$ cat src/rtl/serial_subtractor_pkg.sv
// -----------------------------------------------------------------------------
// serial_subtractor_pkg
// Shared types and helpers for the bit-serial subtractor.
//   state_t   : FSM state encoding (IDLE / SHIFT / DONE)
//   cnt_width : bit-counter width needed to index WIDTH operand bits
// -----------------------------------------------------------------------------
package serial_subtractor_pkg;

  typedef enum logic [1:0] {
    IDLE  = 2'b00,
    SHIFT = 2'b01,
    DONE  = 2'b10
  } state_t;

  // Counter only has to reach WIDTH-1; guard keeps the width at least 1 bit.
  function automatic int cnt_width(input int width);
    return (width < 2) ? 1 : $clog2(width);
  endfunction

endpackage

$ cat src/rtl/full_subtractor.sv
// -----------------------------------------------------------------------------
// full_subtractor
// One-bit combinational subtractor cell: computes a - b - bin.
// Ports:
//   a    in  1  minuend bit
//   b    in  1  subtrahend bit
//   bin  in  1  borrow in
//   d    out 1  difference bit
//   bout out 1  borrow out
// -----------------------------------------------------------------------------
module full_subtractor (
  input  logic a,
  input  logic b,
  input  logic bin,
  output logic d,
  output logic bout
);

  assign d    = a ^ b ^ bin;
  // Borrow when b exceeds a outright, or when the bits tie and a borrow arrives.
  assign bout = (~a & b) | (~(a ^ b) & bin);

endmodule

$ cat src/rtl/serial_subtractor.sv
// -----------------------------------------------------------------------------
// serial_subtractor
// Bit-serial unsigned subtractor: {bout, diff} = a - b - bin, one bit per
// clock, LSB first, with valid/ready handshakes on both sides.
//
// state | meaning
// ------+--------------------------------------------------------------
// IDLE  | in_ready=1, waiting for operands
// SHIFT | processing one bit per cycle, WIDTH cycles total
// DONE  | out_valid=1, result held until out_ready
//
// Ports:
//   clk       in  1      clock, rising edge
//   rst_n     in  1      asynchronous active-low reset
//   in_valid  in  1      operands present on a, b, bin
//   in_ready  out 1      block can accept operands (IDLE)
//   a         in  WIDTH  minuend
//   b         in  WIDTH  subtrahend
//   bin       in  1      borrow in
//   out_valid out 1      diff/bout valid (DONE)
//   out_ready in  1      consumer accepts result
//   diff      out WIDTH  (a - b - bin) mod 2^WIDTH
//   bout      out 1      1 iff a < b + bin
//   busy      out 1      high in SHIFT or DONE
// -----------------------------------------------------------------------------
module serial_subtractor
  import serial_subtractor_pkg::*;
#(
  parameter int WIDTH = 8
) (
  input  logic             clk,
  input  logic             rst_n,
  input  logic             in_valid,
  output logic             in_ready,
  input  logic [WIDTH-1:0] a,
  input  logic [WIDTH-1:0] b,
  input  logic             bin,
  output logic             out_valid,
  input  logic             out_ready,
  output logic [WIDTH-1:0] diff,
  output logic             bout,
  output logic             busy
);

  localparam int            CW       = cnt_width(WIDTH);
  localparam logic [CW-1:0] LAST_BIT = CW'(WIDTH - 1);

  state_t           state;
  logic [WIDTH-1:0] a_sr;
  logic [WIDTH-1:0] b_sr;
  logic [WIDTH-1:0] res_sr;
  logic             borrow;
  logic [CW-1:0]    cnt;
  logic             d_bit;
  logic             borrow_next;

  full_subtractor u_fs (
    .a    (a_sr[0]),
    .b    (b_sr[0]),
    .bin  (borrow),
    .d    (d_bit),
    .bout (borrow_next)
  );

  always_ff @(posedge clk or negedge rst_n) begin
    if (!rst_n) begin
      state  <= IDLE;
      a_sr   <= '0;
      b_sr   <= '0;
      res_sr <= '0;
      borrow <= 1'b0;
      cnt    <= '0;
    end else begin
      case (state)
        IDLE: begin
          if (in_valid) begin
            a_sr   <= a;
            b_sr   <= b;
            borrow <= bin;
            cnt    <= '0;
            state  <= SHIFT;
          end
        end
        SHIFT: begin
          res_sr <= {d_bit, res_sr[WIDTH-1:1]};
          a_sr   <= a_sr >> 1;
          b_sr   <= b_sr >> 1;
          borrow <= borrow_next;
          // Counter parks on the last index instead of wrapping.
          if (cnt == LAST_BIT) begin
            state <= DONE;
          end else begin
            cnt <= cnt + 1'b1;
          end
        end
        DONE: begin
          if (out_ready) begin
            state <= IDLE;
          end
        end
        default: state <= IDLE;
      endcase
    end
  end

  // Handshake/status flags decode straight from the state register.
  assign in_ready  = (state == IDLE);
  assign out_valid = (state == DONE);
  assign busy      = (state == SHIFT) || (state == DONE);
  assign diff      = res_sr;
  assign bout      = borrow;

endmodule
$ cat config.mk
export PLATFORM = sky130hd
export DESIGN_NAME = serial_subtractor
export DESIGN_NICKNAME = d
export VERILOG_FILES = /design/src/rtl/serial_subtractor_pkg.sv /design/src/rtl/full_subtractor.sv /design/src/rtl/serial_subtractor.sv
export SDC_FILE = /design/constraint.sdc
export NUM_CORES = 1
export LEC_CHECK = 0
export ABC_AREA = 1
export CAP_MARGIN = 20
export CORE_ASPECT_RATIO = 1.75
export CORE_MARGIN = 3
export CORE_UTILIZATION = 28
export DETAILED_ROUTE_END_ITERATION = 10
export GPL_TIMING_DRIVEN = 0
export PLACE_DENSITY = 0.53
export SYNTH_ARGS = -nofsm -noshare
export SYNTH_HDL_FRONTEND = slang
export SYNTH_SLANG_ARGS = --single-unit
$ cat constraint.sdc
create_clock -name clk -period 2.85 [get_ports clk]
set_input_delay 0.57 -clock clk [delete_from_list [all_inputs] [get_ports clk]]
set_output_delay 0.57 -clock clk [all_outputs]
set_load 0.02 [all_outputs]
==> impl_metrics.ini <==
[route]
viasPerCell = 4.375
drc = 0
ant_nets = 0
firstDrtPassIters = 4
initialDrtViolationCount = 25
num_vias = 1273
wl_per_cell_um = 10.97
routed_wl_um = 3193

[setup_path]
required_ns = 2.28
critical_path.top_delay_family = buffers and inverters
max_stage_delay_ns = 0.63
reg2reg_from = state[1]$_DFFE_PN0P_
path_cells = inv_1 -> ha_1 -> clkdlybuf4s50_1
path_buf_inv = 2
critPathKind = register to primary output
critPathSlowestCell = clkdlybuf4s50_1
startpoint = state[1]$_DFFE_PN0P_
critPathArrivalTime_ns = 1.66
crit_path_start_kind = register
r2r-end = a_sr[3]$_DFFE_PN0P_
r2r.worst_path.cells = 9
cp-end-kind = primary output
critPathMaxFanout = 5
reg2reg_slack_ns = 1.42

[sta]
slew_headroom_pct = 55.71
max_freq_ghz = 0.4492
setup_tns_ns = 0
skew_ns = 0.002452
timing.final.crit_period_ns = 2.226
finalHoldViolCount = 0
tightest_slew_ns = 0.6643
post-route-period-util_pct = 78.11
drv_slew = 0
timing.hold.ws_ns = 0.3189
rsz0062_at_grt = false
finalWorstSetupSlack_ns = 0.6239
setup_viol_count_final = 0

[cts]
clock_path_buffers = 2
cts_resized = 0
cts_tree = done
clk_pin_slew_ns = 0.06
cts_num_sinks = 30
cts_buffers = 5
ctsHoldBuffers = 0
cts_max_level = 2
root_buffer = clkbuf_8
clkLatencyLatePin_ns = 0.28
cts_setup_buffers = 0

[yosys]
synthCells = 197
synth_top_family_by_area = simple AND/OR/NAND/NOR gates
async_flop_share_pct = 100.0
synth_top_area_cell = dfrtp_1
yosys.area_share.simple_pct = 35.16
synth_common_cells = nand2_1 (126), dfrtp_1 (30), inv_1 (10)
synth_top_area_share_pct = 49.75
syn_area_per_cell_um2 = 7.660
synth_most_common_cell = nand2_1
synth_fa_ha_area_share_pct = 6.302
syn-num-nets = 225
ys_seq_area_share_pct = 49.75
synth_area_um2 = 1509
synth_seq_cells = 30
synth_cell_types = 16
synth_xor_area_share_pct = 0
synth_compound_area_share_pct = 1.327
synth_area_leaders = dfrtp_1 (50%), nand2_1 (31%), ha_1 (5.0%)
synth_edf_count = 0
synthFlopType = dfrtp_1
ys_warn_count = 0
synthMuxAreaShare_pct = 0

[floorplan]
initial_core_util_pct = 29.56
core_um2 = 5105
ios = 33
die_w_um = 61.50
die_area_um2 = 6341
die_y_um = 103.1
fp-row-count = 34

[finish]
final_area_um2 = 2002
diodes = 0
drive_gt1_share_pct = 8.861
num-nets-final = 264
areaGrowthSynthToFinish_pct = 32.67
fillers = 546

[power_and_ir_drop]
peakVddDrop_mv = 0.6635
p_comb_share_pct = 47.4
switchingPower_w = 0.0008561
leakage_nw = 1.089
switching_share_pct = 39.87
pwr-share-clk_pct = 18.7
p_total_w = 0.002147
powerDensity_nw_per_um2 = 1073
power.internal_w = 0.001291
pwr-share-seq_pct = 33.9

[grt]
grt_overflow_total = 0
grt_usage_pct = 11.91
grt_max_degree = 31
grt_pass1_wl_um = 5637
grt_pass1_vias = 1268
antenna_found_initial = 0

[place]
io_buffers = 32
hpwl_um = 2373
preCtsSetupSlack_ns = 0.9220
post_dp_cell_area_um2 = 1892
gp_congestion = 0.7278

[run]
maxCapViolCount = 0

[status]
outcome = finished, final reports clean

[worst_hold_path]
hold_class = primary input to asynchronous set/reset pin
-- area by class of cell --
cell class | instances | area, um2 | share of cell area (%)
multi-input combinational | 147 | 645.6 | 32.25
buffer | 8 | 67.56 | 3.375
clock buffer | 8 | 110.1 | 5.500
timing repair buffer | 32 | 315.3 | 15.75
inverter | 12 | 45.04 | 2.250
sequential | 30 | 750.7 | 37.50
tap | 54 | 67.56 | 3.375
-- through the flow --
step	utilization [%]	instances
finish	39.22	291
floorplan	-	197
global route	39.22	291
global placement	37.16	283
CTS	39.22	291
detailed placement	37.06	283
-- flip-flops by register name, indices dropped and copies added (netlist names) --
signal  count
diff        8
b_sr        8
cnt         3
state       2
a_sr        8
bout        1
-- power by group through the flow --
stage	Sequential [W]	Clock [W]	Combinational, W
floorplan	0.000778	0	0.000654
global placement	0.000734	0	0.00103
detailed placement	0.000738	0	0.00104
CTS	0.000731	0.000413	0.00105
global route	0.000757	0.000433	0.00119
finish	0.000728	0.000401	0.00102
-- cell families after synthesis --
family                   count (synthesis)
adder cells (fa/ha/maj)                  7
flip-flops                              30
AND/OR/NAND/NOR                        136
AO/OA/AOI/OAI                            4
buffers and inverters                   20
-- per-layer routing --
metal / vias up / GRT usage, % / wire (um)
met3: 8 / 4.010 / 203
met2: 28 / 19.69 / 1650
met1: 567 / 13.45 / 1272
met5: - / 0 / 0
met4: 0 / 5.392 / 66
li1: 670 / - / -
-- worst max path at each step --
| stage | end | slack [ns] | cells past startpoint |
|---|---|---|---|
| global placement | a_sr[2]$_DFFE_PN0P_ | 0.59 | 1 |
| floorplan | bout$_DFFE_PN0P_ | 1.40 | 9 |
| global route | in_ready | 0.52 | 3 |
| detailed placement | in_ready | 0.92 | 3 |
| finish | in_ready | 0.62 | 3 |
| CTS | in_ready | 0.60 | 3 |
-- cell usage in the layout, fill, tap and decap left out, types with 3 or more instances in the layout --
cell type        instances
dfrtp_1                 30
nand2_1                126
clkbuf_8                 8
clkdlybuf4s50_1         31
inv_1                   10
o21ai_0                  3
nand3_1                  5
ha_1                     6
buf_2                    4
Note: power is estimated with default switching activity, not from simulation.
